$ cat src/rtl/lsu_pkg.sv
// Shared definitions for the load/store unit: memop field layout, access sizes
// and controller states.
package lsu_pkg;

  localparam int unsigned MOP_WRITE  = 3;
  localparam int unsigned MOP_UNS    = 2;
  localparam int unsigned MOP_SZ_MSB = 1;
  localparam int unsigned MOP_SZ_LSB = 0;

  typedef enum logic [1:0] {
    SZ_BYTE = 2'b00,
    SZ_HALF = 2'b01,
    SZ_WORD = 2'b10,
    SZ_ILL  = 2'b11
  } size_e;

  typedef enum logic [1:0] {
    S_IDLE,
    S_ACCESS,
    S_RESP
  } state_e;

endpackage

$ cat src/rtl/load_store_unit_if.sv
// Data memory bus between the load/store unit (master) and memory (slave).
interface load_store_unit_if;
  logic        mem_req;
  logic        mem_we;
  logic [31:0] mem_addr;
  logic [3:0]  mem_be;
  logic [31:0] mem_wdata;
  logic        mem_ack;
  logic [31:0] mem_rdata;

  modport master (
    output mem_req, mem_we, mem_addr, mem_be, mem_wdata,
    input  mem_ack, mem_rdata
  );

  modport slave (
    input  mem_req, mem_we, mem_addr, mem_be, mem_wdata,
    output mem_ack, mem_rdata
  );
endinterface

$ cat src/rtl/lsu_align.sv
// Sub-word lane handling: byte enables, replicated store data, extended load
// data and alignment check.
module lsu_align
  import lsu_pkg::*;
(
  input  size_e       size,
  input  logic        uns,
  input  logic [1:0]  lsb,
  input  logic [31:0] wdata,
  input  logic [31:0] rdata,
  output logic [3:0]  be,
  output logic [31:0] wdata_rep,
  output logic [31:0] ldata,
  output logic        misalign
);

  logic [31:0] sh;

  // Addressed lane moved down to bit 0 before extension.
  assign sh = rdata >> {lsb, 3'b000};

  always_comb begin
    be        = '0;
    wdata_rep = wdata;
    ldata     = '0;
    misalign  = 1'b0;
    unique case (size)
      SZ_BYTE: begin
        be        = 4'b0001 << lsb;
        wdata_rep = {4{wdata[7:0]}};
        ldata     = uns ? {24'b0, sh[7:0]} : {{24{sh[7]}}, sh[7:0]};
      end
      SZ_HALF: begin
        misalign  = lsb[0];
        be        = 4'b0011 << lsb;
        wdata_rep = {2{wdata[15:0]}};
        ldata     = uns ? {16'b0, sh[15:0]} : {{16{sh[15]}}, sh[15:0]};
      end
      SZ_WORD: begin
        misalign = |lsb;
        be       = '1;
        ldata    = rdata;
      end
      default: misalign = 1'b1;
    endcase
  end

endmodule

$ cat src/rtl/load_store_unit.sv
// Multi-cycle load/store unit: request FSM, bus wait timeout and registered
// core/bus outputs.
module load_store_unit
  import lsu_pkg::*;
#(
  parameter int unsigned TIMEOUT = 255
) (
  input  logic                     clk,
  input  logic                     reset,
  input  logic                     start,
  input  logic [3:0]               memop,
  input  logic [31:0]              addr,
  input  logic [31:0]              wdata,
  output logic [31:0]              rdata,
  output logic                     busy,
  output logic                     done,
  output logic                     misalign,
  output logic                     buserr,
  load_store_unit_if.master        bus
);

  localparam int unsigned CW = (TIMEOUT > 0) ? $clog2(TIMEOUT + 1) : 1;
  localparam logic [CW-1:0] TMO = CW'(TIMEOUT);

  state_e      state, state_n;
  logic [CW-1:0] cnt, cnt_n, cnt_inc;
  logic [3:0]  op_q, op_n;
  logic [1:0]  lsb_q, lsb_n;

  logic [31:0] rdata_n, addr_n, wd_n;
  logic        busy_n, done_n, mis_n, berr_n, req_n, we_n;
  logic [3:0]  be_n;

  size_e       a_size;
  logic        a_uns;
  logic [1:0]  a_lsb;
  logic [3:0]  a_be;
  logic [31:0] a_wd, a_ld;
  logic        a_mis;

  // The aligner sees the live request while idle and the latched one afterwards.
  assign a_size  = size_e'((state == S_IDLE) ? memop[MOP_SZ_MSB:MOP_SZ_LSB]
                                             : op_q[MOP_SZ_MSB:MOP_SZ_LSB]);
  assign a_uns   = (state == S_IDLE) ? memop[MOP_UNS] : op_q[MOP_UNS];
  assign a_lsb   = (state == S_IDLE) ? addr[1:0] : lsb_q;
  assign cnt_inc = cnt + 1'b1;

  lsu_align u_align (
    .size      (a_size),
    .uns       (a_uns),
    .lsb       (a_lsb),
    .wdata     (wdata),
    .rdata     (bus.mem_rdata),
    .be        (a_be),
    .wdata_rep (a_wd),
    .ldata     (a_ld),
    .misalign  (a_mis)
  );

  always_comb begin
    state_n = state;
    cnt_n   = cnt;
    op_n    = op_q;
    lsb_n   = lsb_q;
    rdata_n = rdata;
    busy_n  = busy;
    done_n  = 1'b0;
    mis_n   = misalign;
    berr_n  = buserr;
    req_n   = bus.mem_req;
    we_n    = bus.mem_we;
    addr_n  = bus.mem_addr;
    be_n    = bus.mem_be;
    wd_n    = bus.mem_wdata;
    unique case (state)
      S_IDLE: begin
        if (start) begin
          if (a_mis) begin
            state_n = S_RESP;
            done_n  = 1'b1;
            rdata_n = '0;
            mis_n   = 1'b1;
            berr_n  = 1'b0;
          end else begin
            state_n = S_ACCESS;
            cnt_n   = '0;
            op_n    = memop;
            lsb_n   = addr[1:0];
            busy_n  = 1'b1;
            req_n   = 1'b1;
            we_n    = memop[MOP_WRITE];
            addr_n  = {addr[31:2], 2'b00};
            be_n    = a_be;
            wd_n    = a_wd;
          end
        end
      end
      S_ACCESS: begin
        if (bus.mem_ack) begin
          state_n = S_RESP;
          done_n  = 1'b1;
          busy_n  = 1'b0;
          req_n   = 1'b0;
          rdata_n = op_q[MOP_WRITE] ? '0 : a_ld;
          mis_n   = 1'b0;
          berr_n  = 1'b0;
        end else if ((TIMEOUT != 0) && (cnt_inc == TMO)) begin
          state_n = S_RESP;
          done_n  = 1'b1;
          busy_n  = 1'b0;
          req_n   = 1'b0;
          rdata_n = '0;
          mis_n   = 1'b0;
          berr_n  = 1'b1;
        end else if (cnt != '1) begin
          cnt_n = cnt_inc;
        end
      end
      S_RESP:  state_n = S_IDLE;
      default: state_n = S_IDLE;
    endcase
  end

  always_ff @(posedge clk) begin
    if (!reset) begin
      state         <= S_IDLE;
      cnt           <= '0;
      op_q          <= '0;
      lsb_q         <= '0;
      rdata         <= '0;
      busy          <= 1'b0;
      done          <= 1'b0;
      misalign      <= 1'b0;
      buserr        <= 1'b0;
      bus.mem_req   <= 1'b0;
      bus.mem_we    <= 1'b0;
      bus.mem_addr  <= '0;
      bus.mem_be    <= '0;
      bus.mem_wdata <= '0;
    end else begin
      state         <= state_n;
      cnt           <= cnt_n;
      op_q          <= op_n;
      lsb_q         <= lsb_n;
      rdata         <= rdata_n;
      busy          <= busy_n;
      done          <= done_n;
      misalign      <= mis_n;
      buserr        <= berr_n;
      bus.mem_req   <= req_n;
      bus.mem_we    <= we_n;
      bus.mem_addr  <= addr_n;
      bus.mem_be    <= be_n;
      bus.mem_wdata <= wd_n;
    end
  end

endmodule

$ cat src/flat_wrapper.sv
// flat-port wrapper written by rule: the top's interface ports become plain ports
module load_store_unit_flat import lsu_pkg::*;
#(
  parameter int unsigned TIMEOUT = 255
)
  (clk, reset, start, memop, addr, wdata, rdata, busy, done, misalign, buserr, bus_mem_req, bus_mem_we, bus_mem_addr, bus_mem_be, bus_mem_wdata, bus_mem_ack, bus_mem_rdata);
  load_store_unit_if bus_i ();
  input  logic clk;
  input  logic reset;
  input  logic start;
  input  logic [3:0] memop;
  input  logic [31:0] addr;
  input  logic [31:0] wdata;
  output logic [31:0] rdata;
  output logic busy;
  output logic done;
  output logic misalign;
  output logic buserr;
  output wire logic [$bits(bus_i.mem_req)-1:0] bus_mem_req;
  output wire logic [$bits(bus_i.mem_we)-1:0] bus_mem_we;
  output wire logic [$bits(bus_i.mem_addr)-1:0] bus_mem_addr;
  output wire logic [$bits(bus_i.mem_be)-1:0] bus_mem_be;
  output wire logic [$bits(bus_i.mem_wdata)-1:0] bus_mem_wdata;
  input wire logic [$bits(bus_i.mem_ack)-1:0] bus_mem_ack;
  input wire logic [$bits(bus_i.mem_rdata)-1:0] bus_mem_rdata;
  assign bus_mem_req = bus_i.mem_req;
  assign bus_mem_we = bus_i.mem_we;
  assign bus_mem_addr = bus_i.mem_addr;
  assign bus_mem_be = bus_i.mem_be;
  assign bus_mem_wdata = bus_i.mem_wdata;
  assign bus_i.mem_ack = bus_mem_ack;
  assign bus_i.mem_rdata = bus_mem_rdata;
  load_store_unit #(.TIMEOUT(TIMEOUT)) u_core (.clk(clk), .reset(reset), .start(start), .memop(memop), .addr(addr), .wdata(wdata), .rdata(rdata), .busy(busy), .done(done), .misalign(misalign), .buserr(buserr), .bus(bus_i));
endmodule
$ cat config.mk
export PLATFORM = sky130hd
export DESIGN_NAME = load_store_unit_flat
export DESIGN_NICKNAME = d
export VERILOG_FILES = /design/src/rtl/lsu_pkg.sv /design/src/rtl/load_store_unit_if.sv /design/src/rtl/lsu_align.sv /design/src/rtl/load_store_unit.sv /design/src/flat_wrapper.sv
export SDC_FILE = /design/constraint.sdc
export NUM_CORES = 1
export LEC_CHECK = 0
export ABC_AREA = 1
export CAP_MARGIN = 20
export CORE_MARGIN = 2
export CORE_UTILIZATION = 40
export DETAILED_ROUTE_END_ITERATION = 10
export GPL_TIMING_DRIVEN = 1
export PLACE_DENSITY = 0.8
export SYNTH_ARGS = -nofsm -noshare
export SYNTH_HDL_FRONTEND = slang
export SYNTH_SLANG_ARGS = --single-unit
$ cat constraint.sdc
create_clock -name clk -period 4.8 [get_ports clk]
set_clock_uncertainty 0.15 [all_clocks]
set_input_delay 0.48 -clock clk [delete_from_list [all_inputs] [get_ports clk]]
set_output_delay 0.48 -clock clk [all_outputs]
set_load 0.01 [all_outputs]
# == Yosys cells after proc, flatten, opt, wreduce, memory -nomap -nowiden ==
# Index checks and enable logic that the tools add are counted.
# word_totals
reg_bits,119
in_bits,104
out_inout_bits,106
wordCells,83
# op_classes
addsub,1
eq_ne,12
shifts,3
mux,44
n_bitwise,1
reduce_logical,9
# ops
op,n
2-to-1 mux 32 bit,7
one-hot mux 32 bit (2 select lines),2
one-hot mux 32 bit (3 select lines),1
2-to-1 mux 8 bit,5
>> shifter 32 x 5 -> 16 bit,1
one-hot mux 8 bit (2 select lines),1
2-to-1 mux 1 bit,15
2-to-1 mux 2 bit,6
one-hot mux 4 bit (3 select lines),1
adder 8 x 1 -> 8 bit (second input constant),1
== test 8 bit (second input constant),1
!= test 2 bit (second input constant),4
!= test 8 bit (second input constant),1
one-hot mux 1 bit (2 select lines),4
AND reduction 4 bit,2
AND reduction 6 bit,1
== test 2 x 1 -> 1 bit (second input constant),2
zero test 2 bit,2
!= test 2 x 1 -> 1 bit (second input constant),2
one-hot mux 2 bit (2 select lines),1
left shift 1 x 2 -> 4 bit (first input constant),1
left shift 2 x 2 -> 4 bit (first input constant),1
!= test 3 x 2 -> 1 bit (second input constant),1
one-hot mux 1 bit (3 select lines),1
6 further kinds,6

# == Logic depth before layout (Yosys ltp) ==
# depth
depth_word,8
ltp_mapped,14
ltp_nobuf,14

# == Modules after synthesis ==
# From an unflattened synthesis, not the netlist that was laid out.
# unflattened
cells_unflattened,869
hier_area_um2,5710.5
# modules_own_cells
mod,n_inst,cells_per_inst,area_per_inst_um2,seq_area_each_um2
load_store_unit,1,601,4476.8,2362.3
lsu_align,1,268,1233.7,0.0

# == Least setup slack after synthesis ==
# Ideal clock, no wire load.
# synth_path
kind,register -> register
startpoint,register u_core.state[1]
endpoint,register u_core.cnt[3]
setup_time_ps,115
arrival_time_ps,1579
required_ps,4535
slack_ps,2956
path_stages_with_launch,14
n_path_buf,1
synth_period_minus_slack_ps,1844
path_cell_list,dfxtp_1 nor2_4 nand2_1 o21ai_2 nand2_2 nand2_1 nand2_1 nand2_2 nand2_2 nand2_1 buf_4 nand3_1 nand2_1 nor2_1
# synth_between
elab_chain_cells,6
word_cells_on_any_way,17
cone_classes,8 x eq/ne; 4 x mux; 5 x reduce/logical
# synth_lines
element,line,rtl
start: declaration,load_store_unit.sv:25,"state_e state, state_n;"
start signal: assignment,load_store_unit.sv:141,state <= state_n;
zero test 2 bit,"load_store_unit.sv:42, load_store_unit.sv:45, load_store_unit.sv:75",
2-to-1 mux 2 bit (on tied branches),"load_store_unit.sv:42, load_store_unit.sv:45",
"== test 2 bit, or another cell as far along",lsu_align.sv:27,unique case (size)
one-hot mux 1 bit (3 select lines),lsu_align.sv:27,
!= test 2 bit (no line),n/a,
AND reduction 6 bit (no line),n/a,
end signal: assignment,load_store_unit.sv:142,cnt <= cnt_n;
end: declaration,load_store_unit.sv:26,"logic [CW-1:0] cnt, cnt_n, cnt_inc;"
# Parallel ways exist; a longest one is shown, timed or not.
# A chain may end at the register's enable or synchronous reset.

# == Worst setup path after layout ==
# layout_path
startpoint,register u_core.state[1]
endpoint,register u_core.bus.mem_wdata[28]
# layout_between
elab_chain_cells,6
word_cells_on_any_way,11
cone_classes,2 x eq/ne; 4 x mux; 1 x bitwise; 4 x reduce/logical
# layout_lines
element,line,rtl
zero test 2 bit (*),"load_store_unit.sv:42, load_store_unit.sv:45, load_store_unit.sv:75",
2-to-1 mux 2 bit (on tied branches),"load_store_unit.sv:42, load_store_unit.sv:45",
"== test 2 bit, or another cell as far along",lsu_align.sv:27,
one-hot mux 1 bit (3 select lines),lsu_align.sv:27,
NOT 1 bit (no line),n/a,
AND reduction 3 bit (no line),n/a,
end signal: assignment,load_store_unit.sv:154,bus.mem_wdata <= wd_n;
end: declaration,load_store_unit_if.sv:12,"output mem_req, mem_we, mem_addr, mem_be, mem_wdata,"
# Every way passes the cells marked *; elsewhere a longest branch is shown, timed or not.

==> results.sh <==
export IMPL_drv_cap=0
export IMPL_drt_iter0_drc=439
export IMPL_coreArea_mm2=0.01393
export IMPL_syn_to_final_growth_pct=45.48
export IMPL_power_switching_mw=1.550
export IMPL_antenna_found_initial=0
export IMPL_nFillCells=1299
export IMPL_combinationalPowerShare=0.394
export IMPL_clock_root_buffer="clkbuf_16"
export IMPL_layout_nets=1119
export IMPL_multi_input_area_mm2=0.002741
export IMPL_pwr_share_clk=0.295
export IMPL_cp_max_fo=108
export IMPL_netlist_area_mm2=0.005739
export IMPL_timing_fmax_mhz=320.4
export IMPL_place_detailed_hpwl_mm=11.70
export IMPL_avgSynthCellArea_um2=6.865
export IMPL_drive_gt1_frac=0.06823
export IMPL_r2r_start="u_core.state[1]"
export IMPL_grt_pass1_wl_mm=26.03
export IMPL_ir_drop_mv=0.2557
export IMPL_hold_buffers=0
export IMPL_hold_viol_final=0
export IMPL_path_cells="nor2_4, nand2_1, nand2_2, o21ai_1, nand4_1, buf_4, buf_4, nor2_1, a21oi_1, nor2_1"
export IMPL_ff2ff_setup_slack_ns=1.68
export IMPL_ioPinCount=210
export IMPL_hp_class="flop to flop"
export IMPL_initial_utilization=0.4119
export IMPL_vias=5970
export IMPL_slew_viol_final=0
export IMPL_ys_warn_count=0
export IMPL_grt_pass1_vias=5243
export IMPL_globalplace_congestion=0.8819
export IMPL_grt_util_all_layers=0.2174
export IMPL_vias_per_cell=4.950
export IMPL_cts_buffer_depth=2
export IMPL_p_per_area_mw_per_mm2=505.6
export IMPL_critical_path_slowest_cell="buf_4"
export IMPL_power_mw=4.221
export IMPL_start_kind="flop"
export IMPL_grt_setup_unrepaired="false"
export IMPL_synth_top_flop_cell="dfxtp_1"
export IMPL_die_h_um=123.8
export IMPL_ys_ff_latch=118
export IMPL_period_share=0.6502
export IMPL_hold_ws_ns=0.2912
export IMPL_gr_total_overflow=0
export IMPL_place_port_buffers=207
export IMPL_ys_seq_area_frac=0.4116
export IMPL_crit_path_end_kind="flop"
export IMPL_outcome="finished, final reports clean"
export IMPL_path_buf_inv=2
export IMPL_antenna_cells=0
export IMPL_final_min_clock_period_ns=3.121
export IMPL_hold_end="u_core.bus.mem_addr[17]"
export IMPL_synth_edf_count=0
export IMPL_cts_resized=0
export IMPL_insertion_delay_ns=0.41
export IMPL_synthArstFlopShare=0
export IMPL_cts_buffers=17
export IMPL_synth_common_cells="176 x nand2_1, 125 x a21oi_1, 118 x dfxtp_1, 89 x o21ai_0, 83 x inv_1"
export IMPL_clk_pin_slew_worst_paths_ns=0.06
export IMPL_leakage_nw=3.240
export IMPL_synth_top_area_frac=0.4116
export IMPL_yosys_cell_count_top_type="nand2_1"
export IMPL_tightest_slew_ns=1.038
export IMPL_cts_sinks=118
export IMPL_syn_inst=836
export IMPL_grt_max_degree=109
export IMPL_worst_hold_startpoint="u_core.bus.mem_addr[17]"
export IMPL_relSlewSlack=0.3078
export IMPL_regArea_mm2=0.002362
export IMPL_ys_types=31
export IMPL_htreeDepth=4
export IMPL_intPower_mw=2.671
export IMPL_worstReg2RegEnd="u_core.bus.mem_wdata[28]"
export IMPL_die_area_mm2=0.01532
export IMPL_required_ns=4.91
export IMPL_ant_nets=0
export IMPL_dr_pass1_iters=7
export IMPL_setup_viol=0
export IMPL_power_share_switching=0.3673
export IMPL_rr_worst_depth=10
export IMPL_chipWidth_um=123.8
export IMPL_critPathArrivalTime_ns=3.23
export IMPL_fin_setup_tns_ns=0
export IMPL_crit_family="buffers and inverters"
export IMPL_p_seq_frac=0.311
export IMPL_synth_top_area_cell="dfxtp_1"
export IMPL_slowest_delay_ns=0.77
export IMPL_final_util=0.5992
export IMPL_synthTopCellsByArea="dfxtp_1 41%, nand2_1 12%, a21oi_1 11%"
export IMPL_drcViolationCount=0
export IMPL_cts_tree="yes"
export IMPL_routed_wl_mm=16.80
export IMPL_avgRoutedWirePerCell_um=13.93
export IMPL_crit_type="flop to flop"
export IMPL_post_cts_buffers=0
export IMPL_rows=43
export IMPL_holdPathStages=2
## logic make-up (layout without fill, tap and decap cells)
kind of cell    count (synthesis)  count (layout)  synth area share
simple gates                  325             325            0.2407
xor+xnor                        3               3          0.004579
buf+inv                       143             332            0.1114
compound gates                244             244            0.2267
flops                         118             118            0.4116
fa+ha+maj                       2               2          0.004359
other cells                     1               2         0.0006534
## how the worst max path moves through the flow
| stage | from | to | depth (start not counted) |
|---|---|---|---|
| final | u_core.state[1] | u_core.bus.mem_wdata[28] | 10 |
| after CTS | u_core.state[1] | u_core.bus.mem_wdata[30] | 10 |
| after global routing | u_core.state[1] | u_core.bus.mem_wdata[16] | 10 |
| after detailed placement | memop[1] | u_core.bus.mem_wdata[30] | 10 |
| after global placement | memop[1] | u_core.bus.mem_wdata[28] | 10 |
| after floorplan | u_core.state[1] | u_core.cnt[3] | 13 |
## flip-flops by register name, indices dropped and copies added, names as in the netlist, 2 cells and up
register,count
u_core.state,2
u_core.bus.mem_addr,30
u_core.cnt,8
u_core.bus.mem_be,4
u_core.rdata,32
u_core.op_q,3
u_core.lsb_q,2
u_core.bus.mem_wdata,32
## cell type report
class	instances	area share
Multi-Input combinational cell	576	0.3283
Sequential cell	118	0.2829
Timing Repair Buffer	212	0.2521
Clock buffer	21	0.05515
Inverter	88	0.03956
Tap cell	180	0.02697
Clock inverter	11	0.01499
## cell usage in the layout, fill, tap and decap left out, types with 4 or more instances in the layout
master and instances:
nand2_2 12, inv_1 83, nand3_1 53, nor3_1 7
a21oi_1 125, buf_4 5, a21oi_2 6, o21ai_2 4
nor2_1 66, dfxtp_1 118, o21ai_0 89, clkbuf_16 17
inv_2 5, nand2_1 176, a21o_1 8, o211ai_1 9
clkdlybuf4s50_1 206
## stage by stage
stage / area, um2 / std cells / setup slack [ns]
4_1_cts: 8349 / 1206 / 1.674
6_report: 8349 / 1206 / 1.679
3_3_place_gp: 7764 / 1174 / 1.351
5_1_grt: 8349 / 1206 / 1.350
2_1_floorplan: 5743 / 837 / 2.956
3_5_place_dp: 7764 / 1174 / 1.290
## power groups by stage
stage | logic, mW | clock network, mW | registers, mW
global route | 1.86 | 1.31 | 1.33
detailed placement | 1.66 | 0 | 1.33
floorplan | 1.02 | 0 | 1.39
global placement | 1.64 | 0 | 1.32
CTS | 1.67 | 1.28 | 1.31
finish | 1.66 | 1.25 | 1.31
## routing by layer
layer	up-vias	wire length [um]	global-route usage
met3	30	1207	0.05678
met2	205	7690	0.3486
met4	0	352	0.07813
li1	3074	-	-
met5	-	0	0
met1	2661	7549	0.2821
## worst reg2reg max path, delay by kind of cell, from the launching register on
family          cells  cell delay (ns)
flops               1             0.35
compound gates      2             0.31
simple gates        6             1.04
buf+inv             2             1.12
Power figures use the tool's default switching activity.
